### config.mk
export PLATFORM = sky130hd
export DESIGN_NAME = flag_hazard_unit
export DESIGN_NICKNAME = d
export VERILOG_FILES = /design/src/rtl/flag_pkg.sv /design/src/rtl/flag_pending_pipe.sv /design/src/rtl/flag_hazard_unit.sv
export SDC_FILE = /design/constraint.sdc
export NUM_CORES = 1
export LEC_CHECK = 0
export BUFFER_PORTS_ARGS = -buffer_cell sky130_fd_sc_hd__buf_2
export CAP_MARGIN = 40
export CORE_MARGIN = 4
export CORE_UTILIZATION = 32
export CTS_BUF_LIST = sky130_fd_sc_hd__clkbuf_4
export CTS_CLUSTER_SIZE = 25
export DETAILED_ROUTE_END_ITERATION = 6
export PLACE_DENSITY = 0.61
export SYNTH_ARGS = -nofsm -noshare
export SYNTH_HDL_FRONTEND = slang
export SYNTH_SLANG_ARGS = --single-unit
### constraint.sdc
create_clock -name clk -period 2.8 [get_ports clk]
set_input_delay 0.56 -clock clk [delete_from_list [all_inputs] [get_ports clk]]
set_output_delay 0.56 -clock clk [all_outputs]
set_load 0.02 [all_outputs]
### src/rtl/flag_pkg.sv
// Flag-group types shared by the control unit, the execute conditional logic
// and the decode-side flag hazard unit.
package flag_pkg;

    localparam int FLAG_NZ = 1;
    localparam int FLAG_CV = 0;

    typedef logic [1:0] flag_grp_t;

    localparam flag_grp_t FLAG_NONE = 2'b00;

    function automatic logic grp_overlap(input flag_grp_t a, input flag_grp_t b);
        return |(a & b);
    endfunction

endpackage

### src/rtl/flag_pending_pipe.sv
// Shift register of in-flight flag writers from Decode issue to flag commit.
// Stage 0 is the writer in Execute; the entry leaving the last stage has committed.
module flag_pending_pipe
    import flag_pkg::*;
#(
    parameter int DEPTH = 1
) (
    input  logic      clk,
    input  logic      rst,
    input  logic      i_en,
    input  flag_grp_t i_ins,
    output flag_grp_t o_pend_mask
);

    logic [DEPTH*2-1:0] w_stages;

    genvar gi;
    generate
        for (gi = 0; gi < DEPTH; gi++) begin : g_stage
            flag_grp_t r_stage;
            flag_grp_t w_in;

            if (gi == 0) begin : g_head
                assign w_in = i_ins;
            end else begin : g_body
                assign w_in = w_stages[(gi-1)*2 +: 2];
            end

            always_ff @(posedge clk or posedge rst) begin
                if (rst) begin
                    r_stage <= FLAG_NONE;
                end else if (i_en) begin
                    r_stage <= w_in;
                end
            end

            assign w_stages[gi*2 +: 2] = r_stage;
        end
    endgenerate

    always_comb begin
        o_pend_mask = FLAG_NONE;
        for (int i = 0; i < DEPTH; i++) begin
            o_pend_mask = o_pend_mask | w_stages[i*2 +: 2];
        end
    end

endmodule

### src/rtl/flag_hazard_unit.sv
// Decode-side flag hazard unit: stalls a flag reader until all older writers of
// the groups it reads have committed, and produces the matching flushes.
module flag_hazard_unit
    import flag_pkg::*;
#(
    parameter int DEPTH = 1,
    parameter int CNT_W = 16
) (
    input  logic             clk,
    input  logic             rst,
    input  logic             i_valid_d,
    input  flag_grp_t        i_flag_read_d,
    input  flag_grp_t        i_flag_write_d,
    input  logic             i_branch_taken_e,
    input  logic             i_stall_ext,
    output logic             o_stall_d,
    output logic             o_flush_d,
    output logic             o_flush_e,
    output flag_grp_t        o_pending_flags,
    output logic [CNT_W-1:0] o_stall_count
);

    flag_grp_t        w_pend_mask;
    flag_grp_t        w_ins;
    logic             w_haz;
    logic             w_stall;
    logic [CNT_W-1:0] r_stall_count;
    logic [CNT_W-1:0] r_stall_count_next;

    // The Decode instruction's own writes are not in the pending mask yet,
    // so a read-and-write instruction sees the old flags without stalling.
    assign w_haz   = i_valid_d & grp_overlap(i_flag_read_d, w_pend_mask);
    assign w_stall = w_haz & ~i_branch_taken_e;

    // A squashed or stalled Decode instruction enters Execute as a bubble.
    assign w_ins = (i_valid_d & ~w_stall & ~i_branch_taken_e) ? i_flag_write_d : FLAG_NONE;

    flag_pending_pipe #(
        .DEPTH (DEPTH)
    ) u_pend (
        .clk         (clk),
        .rst         (rst),
        .i_en        (~i_stall_ext),
        .i_ins       (w_ins),
        .o_pend_mask (w_pend_mask)
    );

    always_comb begin
        r_stall_count_next = r_stall_count;
        if (!i_stall_ext && w_stall && (r_stall_count != {CNT_W{1'b1}})) begin
            r_stall_count_next = r_stall_count + CNT_W'(1);
        end
    end

    always_ff @(posedge clk or posedge rst) begin
        if (rst) begin
            r_stall_count <= '0;
        end else begin
            r_stall_count <= r_stall_count_next;
        end
    end

    assign o_stall_d       = w_stall;
    assign o_flush_d       = i_branch_taken_e;
    assign o_flush_e       = w_stall | i_branch_taken_e;
    assign o_pending_flags = w_pend_mask;
    assign o_stall_count   = r_stall_count;

endmodule

# Word-level counts from Yosys, hierarchy flattened
# Index checks and enable logic that the tools add are counted.
# totals
ff_bits	18
input_bits	9
output_inout_bits	21
word_cells	17
# classes
add_sub_neg	1
eq_ne	1
mux	1
n_bitwise	8
reduce_logical	4
# op_table
operator	n
adder 16 x 1 -> 16 bit, second input constant	1
inequality test 16 bit, second input constant	1
AND 1 bit	4
AND 2 bit	1
logical AND 1 bit	2
two-way mux 2 bit	1
inverter 1 bit	2
OR reduction 2 bit	1
logical NOT 1 bit	1
bitwise OR 1 bit	1

# Longest topological paths before layout
# Gate-level depths: netlist (run 1).
# depth
ltp_word	8
depth_mapped	5
ltp_nobuf	5

# Modules after synthesis
# Synthesis (run 1) repeated with hierarchy kept, for this count alone.
# hier_totals
hier_cells	87
area_unflattened_um2	1024.7
# modules_own_cells
module	instances	cells_each	area_per_inst_um2	seq_area_each_um2
flag_hazard_unit	1	82	948.4	400.4
flag_pending_pipe	1	5	76.3	50.0

# Least setup slack after synthesis (run 1)
# No wires, ideal clock.
# synth_timing
path_type	register to register
from	register r_stall_count[0] (netlist: o_stall_count[0])
to	register r_stall_count[1] (netlist: o_stall_count[1])
setup_ps	125
t_arrival_ps	1642
t_required_ps	2675
slack_ps	1033
path_stages_with_launch	6
path_buffers	0
synth_period_minus_slack_ps	1767
path_cell_list	dfrtp_1 -> ha_1 -> nand3_1 -> nor4_4 -> nor2_2 -> mux2_4
# synth_between
elab_chain_cells	2
word_cells_on_any_way	3
cone_classes	add/sub (1); eq/ne (1); reduce/logical (1)
# synth_lines
element	line	source
start: declaration	flag_hazard_unit.sv:27	logic [CNT_W-1:0] r_stall_count;
start signal: assignment	flag_hazard_unit.sv:59	r_stall_count <= r_stall_count_next;
branches (longest 2 deep; another with adder 16 x 1 -> 16 bit)	n/a	
# Several ways; the timed one is not identified.
# A chain may end at the register's enable or synchronous reset.

# Worst setup path after layout (run 1)
# layout_timing
from	register u_pend.g_stage[0].r_stage[0] (netlist: u_pend.o_pend_mask[0])
to	output port o_flush_e
# layout_between
elab_chain_cells	5
# layout_lines
element	line	source
start: declaration	flag_pending_pipe.sv:20	flag_grp_t r_stage;
start signal: assignment	flag_pending_pipe.sv:33	r_stage <= w_in;
AND 2 bit	flag_pkg.sv:13	return |(a & b);
OR reduction 2 bit	flag_pkg.sv:13	
AND 1 bit	flag_hazard_unit.sv:32	assign w_haz = i_valid_d & grp_overlap(i_flag_read_d, w_pend_mask);
AND 1 bit	flag_hazard_unit.sv:33	assign w_stall = w_haz & ~i_branch_taken_e;
bitwise OR 1 bit	flag_hazard_unit.sv:65	assign o_flush_e = w_stall | i_branch_taken_e;
end: declaration	flag_hazard_unit.sv:18	output logic o_flush_e,
# Every way passes these cells.

==> results of run 1 <==
cells in the mapped netlist (all sizes together):
library cell / count / area [um^2]
dfrtp: 18 / 450
xor2: 14 / 123
nor4: 6 / 58.8
nand2: 5 / 18.8
nand3: 5 / 25.0
nand4: 5 / 43.8
nor2: 4 / 17.5
nor3: 4 / 20.0
a22o: 3 / 26.3
nor3b: 3 / 22.5
nor4b: 3 / 38.8
inv: 2 / 7.51
and2: 1 / 6.26
and3: 1 / 6.26
buf: 1 / 7.51
ha: 1 / 12.5
mux2: 1 / 15.0
nand2b: 1 / 6.26
or2: 1 / 6.26
or3: 1 / 11.3
xnor2: 1 / 8.76
flip-flops by register name, summed over array words and instances (netlist names):
register and count:
u_pend.o_pend_mask 2, o_stall_count 16
logic make-up (layout without fill, tap and decap cells):
kind of cell	count (synthesis)	after routing	synth area share, %
flip-flops	18	18	48.3
multiplexers	1	1	1.61
XOR/XNOR	15	15	14.1
AO/OA/AOI/OAI	3	3	2.82
buffers and inverters	3	35	1.61
adder cells (fa/ha/maj)	1	1	1.34
AND/OR/NAND/NOR	40	40	30.2
critical path, stage by stage (launching register included):
cell and delay, ns:
sky130_fd_sc_hd__dfrtp_1 0.42, sky130_fd_sc_hd__a22o_1 0.26, sky130_fd_sc_hd__nand2_1 0.12, sky130_fd_sc_hd__nand2b_1 0.06, sky130_fd_sc_hd__buf_2 0.15
routing by layer:
| metal | vias to the layer above | routed length [um] |
|---|---|---|
| li1 | 362 | - |
| met1 | 346 | 926 |
| met2 | 16 | 896 |
| met3 | 4 | 87 |
| met4 | 0 | 34 |
| met5 | - | 0 |
metrics by stage:
stage,hold slack [ns],worst slack (ns),instances
2_1_floorplan,0.499,1.03,81
3_5_place_dp,0.503,0.791,140
3_3_place_gp,0.490,0.845,140
6_report,0.353,0.948,144
5_1_grt,0.414,0.781,144
4_1_cts,0.373,0.933,144
final cells by class:
cell class,instances,share of cell area (%)
clock buffer,3,1.98
clock inverter,1,0.331
inverter,2,0.662
multi-input combinational,60,41.1
sequential,18,39.7
tap,31,3.42
timing repair buffer,29,12.8
final timing paths:
path / start / endpoint / depth (start not counted)
worst max-delay path: u_pend.o_pend_mask[0] / o_flush_e / 4
worst min-delay path: rst / u_pend.o_pend_mask[0] / 2
worst max register to register: o_stall_count[0] / o_stall_count[1] / 5
worst min register to register: o_stall_count[11] / o_stall_count[11] / 1
max in group asynchronous: rst / o_stall_count[5] / 2
min in group clk: i_flag_write_d[0] / u_pend.o_pend_mask[0] / 2
power by group:
part / switching, mW / internal (mW)
combinational: 0.0465 / 0.0331
sequential: 0.0153 / 0.274
clock: 0.0764 / 0.0518
total: 0.138 / 0.359
==> metrics.md, run 1 <==
| Metric | Value |
|---|---|
| Result of the run | `finished clean` |
| Final setup violation count | `0` |
| Final hold violation count | `0` |
| Num rows | `19` |
| Overflow after GRT | `0` |
| Ant. Diodes | `0` |
| Worst ir drop on vdd | `around 260 uV` |
| HP Class | `input pin to async pin` |
| Placed Instance Area | `0.00111 mm^2` |
| Summed instance area of the synthesized netlist | `932 um^2` |
| Remaining max-slew budget at the tightest pin | `55.1%` |
| Count of TritonRoute iterations in the first routing pass | `4` |
| Clock Latency Late Sink | `approximately 0.28 ns` |
| Per-cell via count in the routed design | `between 5 and 6` |
| Final worst clock skew | `0.000586 ns` |
| Crit path capture type | `output pin` |
| Synthesis warning total | `0` |
| Aggregate global-route resource usage | `12.2%` |
| Layer carrying the most global-route usage | `met2` |
| Worst-Margin Slew | `0.673 ns` |
| Fillers | `277` |
| Commonest non-fill, non-tap cell in the layout | `sky130_fd_sc_hd__buf_2` |
| Final total negative setup slack | `0 ns` |
| Met2 Track Usage GR | `between 10% and 20%` |
| Average size of a mapped cell | `11.5 um^2` |
| Via count of the routed design | `728` |
| Share of the clock period used by the worst path | `~66%` |
| Type of element launching the critical path | `register` |
| Post-CTS setup buffers | `0` |
| Flop-to-flop setup slack | `~0.96 ns` |
| Required time at the worst-slack endpoint | `2.24 ns` |
| Global-route wire length before repair | `3420 um` |
| Pin count of the biggest net entering global routing | `19` |
| Sequential cell area in the final layout | `approximately 450 um^2` |
| Total Power | `between 0.4 and 0.5 mW` |
| Number of cells upsized or downsized after cts | `0` |
| Initial antenna violation count | `0` |
| Count of buffers from port buffering | `29` |
| Count of pins on the block boundary | `30` |
| Cts hold-fix bufs | `0` |
| CTS tree | `yes` |
| Detailed router's first-iteration violation count | `14` |
| Final Wtd Congestion | `about 0.77` |
| Synth cell types | `26` |
| Post-detailed-route count of antenna-violating nets | `0` |
| Net count of the finished layout | `approximately 120` |
| Static leakage power | `0.639 nW` |
| Sequential share of the synthesized area | `approximately half` |
| Vert. Die Dim | `about 62 um` |
| Met1 track demand over resource | `~17%` |
| Final design utilization | `just over 40%` |
| Worst EP arrival | `~1.3 ns` |
| Fmax | `540 MHz` |
| Number of max-cap violations | `0` |
| Clock net sink count | `18` |
| Count of mapped cells out of synthesis | `81` |
| Footprint of the multi-input gates | `467 um^2` |
| Commonest cells after routing, fill and taps aside | `sky130_fd_sc_hd__buf_2 (29), sky130_fd_sc_hd__dfrtp_1 (18), sky130_fd_sc_hd__xor2_1 (14)` |
| CTS Root Buffer Type | `sky130_fd_sc_hd__clkbuf_4` |
| Die area | `about 0.0038 mm^2` |
| Critical path start-end classification | `register to output pin` |
| Total non-filler cell area in the finished layout | `roughly 0.0011 mm^2` |
| Critical path peak fanout | `4` |
| Number of remaining DRC errors | `0` |
| Die boundary width | `62.0 um` |
| Clock buffer count from CTS | `3` |
| RSZ-0062 raised after global routing | `no` |
| Detailed-placement wirelength estimate | `1530 um` |
| Number of synthesized register bits | `18` |
| Post-detailed-routing wire length | `1940 um` |
| H-tree depth reported by CTS | `1` |
| Via count of the first global-routing pass | `~750` |
| Routed WL per cell | `approximately 14 um` |
| Effective utilization at floorplan | `33.5%` |
| Fraction of final layout cells with drive strength greater than 1 | `37.2%` |
| Final max-slew violation count | `0` |
| Final critical delay including setup and external delays | `1.85 ns` |
| Clk buf depth | `2` |
| Power density over cell area | `438 mW/mm^2` |
| Std-Cell Core Area | `roughly 0.0028 mm^2` |
| GR met3 Demand/Resource | `1.86%` |
| Area growth from synthesis to final layout | `21.7%` |
| Net count after synthesis | `91` |
| Clock-pin slew reported for the worst setup and hold paths after clock tree synthesis | `0.10 ns` |
Power figures use the tool's default switching activity.
==> run 2, diff against run 1 <==
Settings changed: PLACE_DENSITY 0.61 to 0.63.
Clock period 2.8 ns to 1.6 ns, I/O delays scaled along.
==> run 2 against run 1 <==
Clock power up 95%. Combinational power up 130%. The run now ends with setup timing left. Sequential share of layout area down 5.2 points. Largest power group unchanged. Highest routed layer unchanged. Final area up 20%. Critical endpoint unchanged. Global-route usage up 0.41 points.
==> metrics.md, run 2 (synthesized netlist as in run 1, its figures left out) <==
| Metric | Value |
|---|---|
| Result of the run | `finished with violations` |
| Failing checks | `setup timing` |
| Clock net sink count | `18 (unchanged)` |
| Crit path capture type | `output pin` |
| CTS Root Buffer Type | `sky130_fd_sc_hd__clkbuf_4` |
| Die boundary width | `62.0 um (unchanged)` |
| Critical path peak fanout | `4 (unchanged)` |
| CTS tree | `yes` |
| Detailed router's first-iteration violation count | `12 (-2)` |
| Final worst clock skew | `0.00844 ns (+0.00785 ns)` |
| Worst EP arrival | `1.28 ns (about the same)` |
| Power density over cell area | `690 mW/mm^2 (+58%)` |
| Effective utilization at floorplan | `33.5% (unchanged)` |
| Final critical delay including setup and external delays | `1.60 ns` |
| Count of pins on the block boundary | `30 (unchanged)` |
| Final setup violation count | `1 (+1)` |
| Area growth from synthesis to final layout | `45.6%` |
| Net count of the finished layout | `145 (+17%)` |
| Fmax | `around 620 MHz` |
| Die area | `0.00384 mm^2 (unchanged)` |
| Ant. Diodes | `0 (unchanged)` |
| Initial antenna violation count | `0 (unchanged)` |
| Cts hold-fix bufs | `0 (unchanged)` |
| Overflow after GRT | `0 (unchanged)` |
| Final design utilization | `48.8% (+8.0 points)` |
| Fraction of final layout cells with drive strength greater than 1 | `61.2% (+24 points)` |
| Fillers | `250 (-9.7%)` |
| Commonest cells after routing, fill and taps aside | `sky130_fd_sc_hd__buf_2 (27), sky130_fd_sc_hd__buf_4 (21), sky130_fd_sc_hd__xor2_1 (14), sky130_fd_sc_hd__dfrtp_2 (14), sky130_fd_sc_hd__nand3_1 (5)` |
| Worst path cell trace | `a22o_1 -> nand2_2 -> nand2b_1 -> buf_6` |
| Remaining max-slew budget at the tightest pin | `73.2% (+18 points)` |
| H-tree depth reported by CTS | `1 (unchanged)` |
| Hold Worst Slack | `0.0209 ns (-0.332 ns)` |
| Clock Latency Late Sink | `0.29 ns (about the same)` |
| Static leakage power | `0.741 nW (+16%)` |
| Crit path max-delay cell type | `sky130_fd_sc_hd__dfrtp_1` |
| Flop-to-flop setup slack | `0.04 ns (-0.92 ns)` |
| Final Wtd Congestion | `0.793 (+2.5%)` |
| Via count of the routed design | `787 (+8.1%)` |
| Largest stage delay on the critical path | `0.40 ns (-0.02 ns)` |
| Count of TritonRoute iterations in the first routing pass | `4 (unchanged)` |
| Per-cell via count in the routed design | `4.77 (-5.7%)` |
| Worst-Margin Slew | `0.401 ns (-0.271 ns)` |
| Clock-pin slew reported for the worst setup and hold paths after clock tree synthesis | `0.10 ns (about the same)` |
| Post-detailed-routing wire length | `2190 um (+12%)` |
| Number of flip-flops under the largest register name | `16 (unchanged)` |
| Number of remaining DRC errors | `0 (unchanged)` |
| Num rows | `19 (unchanged)` |
| Detailed-placement wirelength estimate | `1690 um (+10%)` |
| Post-detailed-route count of antenna-violating nets | `0 (unchanged)` |
| Final total negative setup slack | `-0.00150 ns (-0.00150 ns)` |
| Cell type group with the largest total delay on the critical path | `flip-flops` |
| Clk buf depth | `2 (unchanged)` |
| Placed Instance Area | `0.00127 mm^2 (+14%)` |
| HP Class | `input pin to async pin` |
| Critical path start-end classification | `register to output pin` |
| Global-route wire length before repair | `3530 um (+3.2%)` |
| Pin count of the biggest net entering global routing | `19 (unchanged)` |
| Std-Cell Core Area | `0.00278 mm^2 (unchanged)` |
| Final max-slew violation count | `0 (unchanged)` |
| Required time at the worst-slack endpoint | `1.28 ns (-0.96 ns)` |
| Routed WL per cell | `13.2 um (-1.9%)` |
| Count of buffers from port buffering | `29 (unchanged)` |
| Final hold violation count | `0 (unchanged)` |
| Via count of the first global-routing pass | `804 (+7.3%)` |
| RSZ-0062 raised after global routing | `yes` |
| Number of max-cap violations | `0 (unchanged)` |
| Type of element launching the critical path | `register` |
| Total non-filler cell area in the finished layout | `0.00136 mm^2 (+20%)` |
| Share of the clock period used by the worst path | `100%` |
| Worst ir drop on vdd | `594 uV (+130%)` |
| Commonest non-fill, non-tap cell in the layout | `sky130_fd_sc_hd__buf_2` |
| Aggregate global-route resource usage | `12.6% (+0.41 points)` |
| Clock buffer count from CTS | `3 (unchanged)` |
| Vert. Die Dim | `62.0 um (unchanged)` |
| Worst setup margin | `-0.00150 ns (-0.949 ns)` |
| Bufs and invs on worst path | `1 (unchanged)` |
run 2: timing repair:
item                                   4_1_cts  5_1_grt
buffers inserted                             1        1
endpoints found under the hold margin        0        0
setup endpoints to repair                    1        9
resized for setup                            0       10
pin swaps                                    0        2
run 2: worst paths after layout:
check,depth (start not counted),startpoint,to
worst min register to register,1,o_stall_count[15],o_stall_count[15]
worst max-delay path,4,u_pend.o_pend_mask[0],o_flush_e
max in group asynchronous,3,rst,o_stall_count[0]
worst max register to register,4,o_stall_count[10],o_stall_count[14]
min in group clk,2,i_flag_write_d[0],u_pend.o_pend_mask[0]
worst min-delay path,3,rst,o_stall_count[10]
run 2: cell type report:
cell class	instances	area (um^2)	share of cell area (%)
Clock buffer	4	30.0	2.21
Inverter	2	7.51	0.553
Sequential cell	18	468	34.5
Tap cell	31	38.8	2.86
Timing Repair Buffer	50	315	23.2
Multi-Input combinational cell	60	498	36.7
run 2: worst reg2reg max path: cells and delay by family (launching register included):
family / cells / cell delay [ns]
xor+xnor: 1 / 0.17
flops: 1 / 0.38
simple gates: 3 / 0.94
run 2: through the flow:
step | total power, mW | instances | setup WS (ns)
final | 0.937 | 165 | -0.00150
after global routing | 0.995 | 165 | -0.0735
after CTS | 0.950 | 164 | 0.00125
after detailed placement | 0.687 | 159 | -0.226
after global placement | 0.682 | 159 | -0.140
after floorplan | 0.607 | 81 | -0.0946
run 2: report_power, final:
group / internal (mW) / switching (mW) / total, mW
sequential: 0.483 / 0.0181 / 0.501
clock: 0.114 / 0.137 / 0.250
combinational: 0.0876 / 0.0981 / 0.186
run 2: per-layer routing:
metal	GRT usage, %	up-vias	share of wire (%)
li1	-	399	-
met1	16.4	371	44
met2	20.7	13	51
met3	1.86	4	3.6
met4	5.45	0	1.3
met5	0	-	0
==> run 3, diff against run 2 <==
Settings changed: CORE_ASPECT_RATIO from default to 1.4, RECOVER_POWER from default to 100.
==> run 3 against run 2 <==
The flow now finishes without violations. Global-route usage about the same. Sequential cell count did not move. Clock power down 8.0%. Combinational power up 9%. Worst hold slack better by 0.23 ns. Final area up 3.4%. Sequential share of layout area fell by 1.1 points. Worst setup slack better by 0.060 ns. Via count up 7.9%. Critical path type is now register to register. Largest power group unchanged.
==> metrics.md, run 3 (synthesized netlist as in run 1, its figures left out) <==
| Metric | Value |
|---|---|
| Effective utilization at floorplan | `34.6% (+1.0 points)` |
| Share of the clock period used by the worst path | `96.4% (-3.7 points)` |
| Critical path peak fanout | `4 (unchanged)` |
| Reg-to-reg startpoint | `o_stall_count[6]` |
| Clock Latency Late Sink | `0.29 ns (about the same)` |
| Remaining max-slew budget at the tightest pin | `36.3% (-37 points)` |
| Worst-Margin Slew | `0.955 ns (+0.554 ns)` |
| Cts hold-fix bufs | `0 (unchanged)` |
| Die area | `0.00385 mm^2 (+0.33%)` |
| Flop-to-flop setup slack | `0.06 ns (+0.02 ns)` |
| Required time at the worst-slack endpoint | `1.81 ns (+0.53 ns)` |
| Net count of the finished layout | `146 (+0.69%)` |
| Worst setup margin | `0.0582 ns (+0.0597 ns)` |
| Crit path capture type | `register` |
| Commonest non-fill, non-tap cell in the layout | `sky130_fd_sc_hd__buf_4` |
| Final Wtd Congestion | `0.807 (+1.7%)` |
| Detailed-placement wirelength estimate | `1710 um (+1.0%)` |
| Fmax | `649 MHz (+3.9%)` |
| Hold worst-path end | `u_pend.o_pend_mask[0]` |
| Clock net sink count | `18 (unchanged)` |
| Power density over cell area | `671 mW/mm^2 (-2.8%)` |
| Via count of the routed design | `849 (+7.9%)` |
| Count of TritonRoute iterations in the first routing pass | `4 (unchanged)` |
| Fraction of final layout cells with drive strength greater than 1 | `51.1% (-10 points)` |
| Number of remaining DRC errors | `0 (unchanged)` |
| Die boundary width | `53.6 um (-13%)` |
| Std-Cell Core Area | `0.00270 mm^2 (-3.0%)` |
| Critical path start-end classification | `register to register` |
| Post-detailed-route count of antenna-violating nets | `0 (unchanged)` |
| Worst r2r path cells | `4 (unchanged)` |
| Global-route wire length before repair | `3640 um (+3.1%)` |
| Overflow after GRT | `0 (unchanged)` |
| Detailed router's first-iteration violation count | `10 (-2)` |
| Ant. Diodes | `0 (unchanged)` |
| Final total negative setup slack | `0 ns (+0.00150 ns)` |
| Count of pins on the block boundary | `30 (unchanged)` |
| H-tree depth reported by CTS | `1 (unchanged)` |
| Clock-pin slew reported for the worst setup and hold paths after clock tree synthesis | `0.10 ns (about the same)` |
| Area growth from synthesis to final layout | `50.6%` |
| Routed WL per cell | `13.7 um (+3.4%)` |
| RSZ-0062 raised after global routing | `yes` |
| Commonest cells after routing, fill and taps aside | `sky130_fd_sc_hd__buf_4 (20), sky130_fd_sc_hd__clkbuf_1 (18), sky130_fd_sc_hd__xor2_1 (14), sky130_fd_sc_hd__dfrtp_2 (14), sky130_fd_sc_hd__buf_2 (11)` |
| Static leakage power | `0.670 nW (-9.6%)` |
| Worst ir drop on vdd | `410 uV (-31%)` |
| Number of max-cap violations | `0 (unchanged)` |
| Clock buffer count from CTS | `3 (unchanged)` |
| Worst EP arrival | `1.76 ns (+0.48 ns)` |
| Aggregate global-route resource usage | `12.6% (-0.024 points)` |
| Final max-slew violation count | `0 (unchanged)` |
| CTS tree | `yes` |
| Count of buffers from port buffering | `29 (unchanged)` |
| Origin of the worst min-delay path | `i_flag_write_d[0]` |
| Pin count of the biggest net entering global routing | `19 (unchanged)` |
| Clk buf depth | `2 (unchanged)` |
| Number of flip-flops under the largest register name | `16 (unchanged)` |
| HP Class | `input pin to register` |
| Worst Hold Depth | `2` |
| Final instance count without filler cells | `171 (+3.6%)` |
| Pre-CTS setup slack | `-0.0808 ns (+0.145 ns)` |
| CTS Root Buffer Type | `sky130_fd_sc_hd__clkbuf_4` |
| Cell count after placement | `162 (+1.9%)` |
| Hold Worst Slack | `0.253 ns (+0.232 ns)` |
| Num rows | `22 (+3)` |
| Final worst clock skew | `0.00674 ns (-0.00169 ns)` |
| Final hold violation count | `0 (unchanged)` |
| Final setup violation count | `0 (-1)` |
| Via count of the first global-routing pass | `823 (+2.4%)` |
| Initial antenna violation count | `0 (unchanged)` |
| Vert. Die Dim | `71.9 um (+16%)` |
| Final critical delay including setup and external delays | `1.54 ns (-0.0597 ns)` |
| Crit Reg-Reg Endpoint | `o_stall_count[12]` |
| Type of element launching the critical path | `register` |
| Result of the run | `finished clean` |
| Post-detailed-routing wire length | `2340 um (+7.1%)` |
| Per-cell via count in the routed design | `4.96 (+4.1%)` |
==> run 3: worst max-delay path: stages, from the launching register on <==
cell	delay, ns
sky130_fd_sc_hd__dfrtp_2	0.42
sky130_fd_sc_hd__nand4_4	0.12
sky130_fd_sc_hd__or3_4	0.46
sky130_fd_sc_hd__nor3b_1	0.28
sky130_fd_sc_hd__xor2_1	0.17
==> run 3: repair_timing <==
action                                  CTS  global route
buffers inserted                          2             3
pin swaps                                 2             8
gates resized for setup                   2            14
endpoints found under the setup margin    4            12
==> run 3: through the flow <==
stage	area (um^2)	power [mW]	util [%]
3_3_place_gp	1260	0.693	46.7
5_1_grt	1400	1.01	52.0
4_1_cts	1320	0.942	48.8
2_1_floorplan	950	0.607	-
3_5_place_dp	1260	0.703	46.7
6_report	1400	0.942	52.0
==> run 3: per-layer routing <==
layer  part of all wire, %  GRT usage (%)  wire [um]  vias up
met1                    38           14.5        891      414
met2                    55           22.0       1280       31
met4                   1.6           5.97         37        0
li1                      -              -          -      400
met5                     0              0          0        -
met3                   5.6           1.87        130        4
==> run 3: worst max-delay path by stage <==
stage | startpoint | endpoint | slack (ns) | cells past startpoint
2_1_floorplan | o_stall_count[0] | o_stall_count[1] | -0.09 | 5
3_3_place_gp | i_branch_taken_e | o_stall_count[11] | -0.01 | 6
4_1_cts | o_stall_count[6] | o_stall_count[13] | 0.001 | 4
3_5_place_dp | i_branch_taken_e | o_stall_count[11] | -0.08 | 6
5_1_grt | o_stall_count[6] | o_stall_count[13] | -0.03 | 4
6_report | o_stall_count[6] | o_stall_count[12] | 0.06 | 4
==> run 3: cell type report <==
class,instances,area [um^2]
sequential,18,468
multi-input combinational,60,553
fill,283,1290
clock inverter,1,3.75
timing repair buffer,51,304
tap,36,45.0
inverter,2,7.51
clock buffer,3,22.5
==> run 3: report_power, final <==
part	leakage (nW)	switching, mW	internal [mW]	total (mW)
logic	0.434	0.105	0.0975	0.203
registers	0.220	0.0258	0.483	0.509
clock network	0.0154	0.139	0.0908	0.230
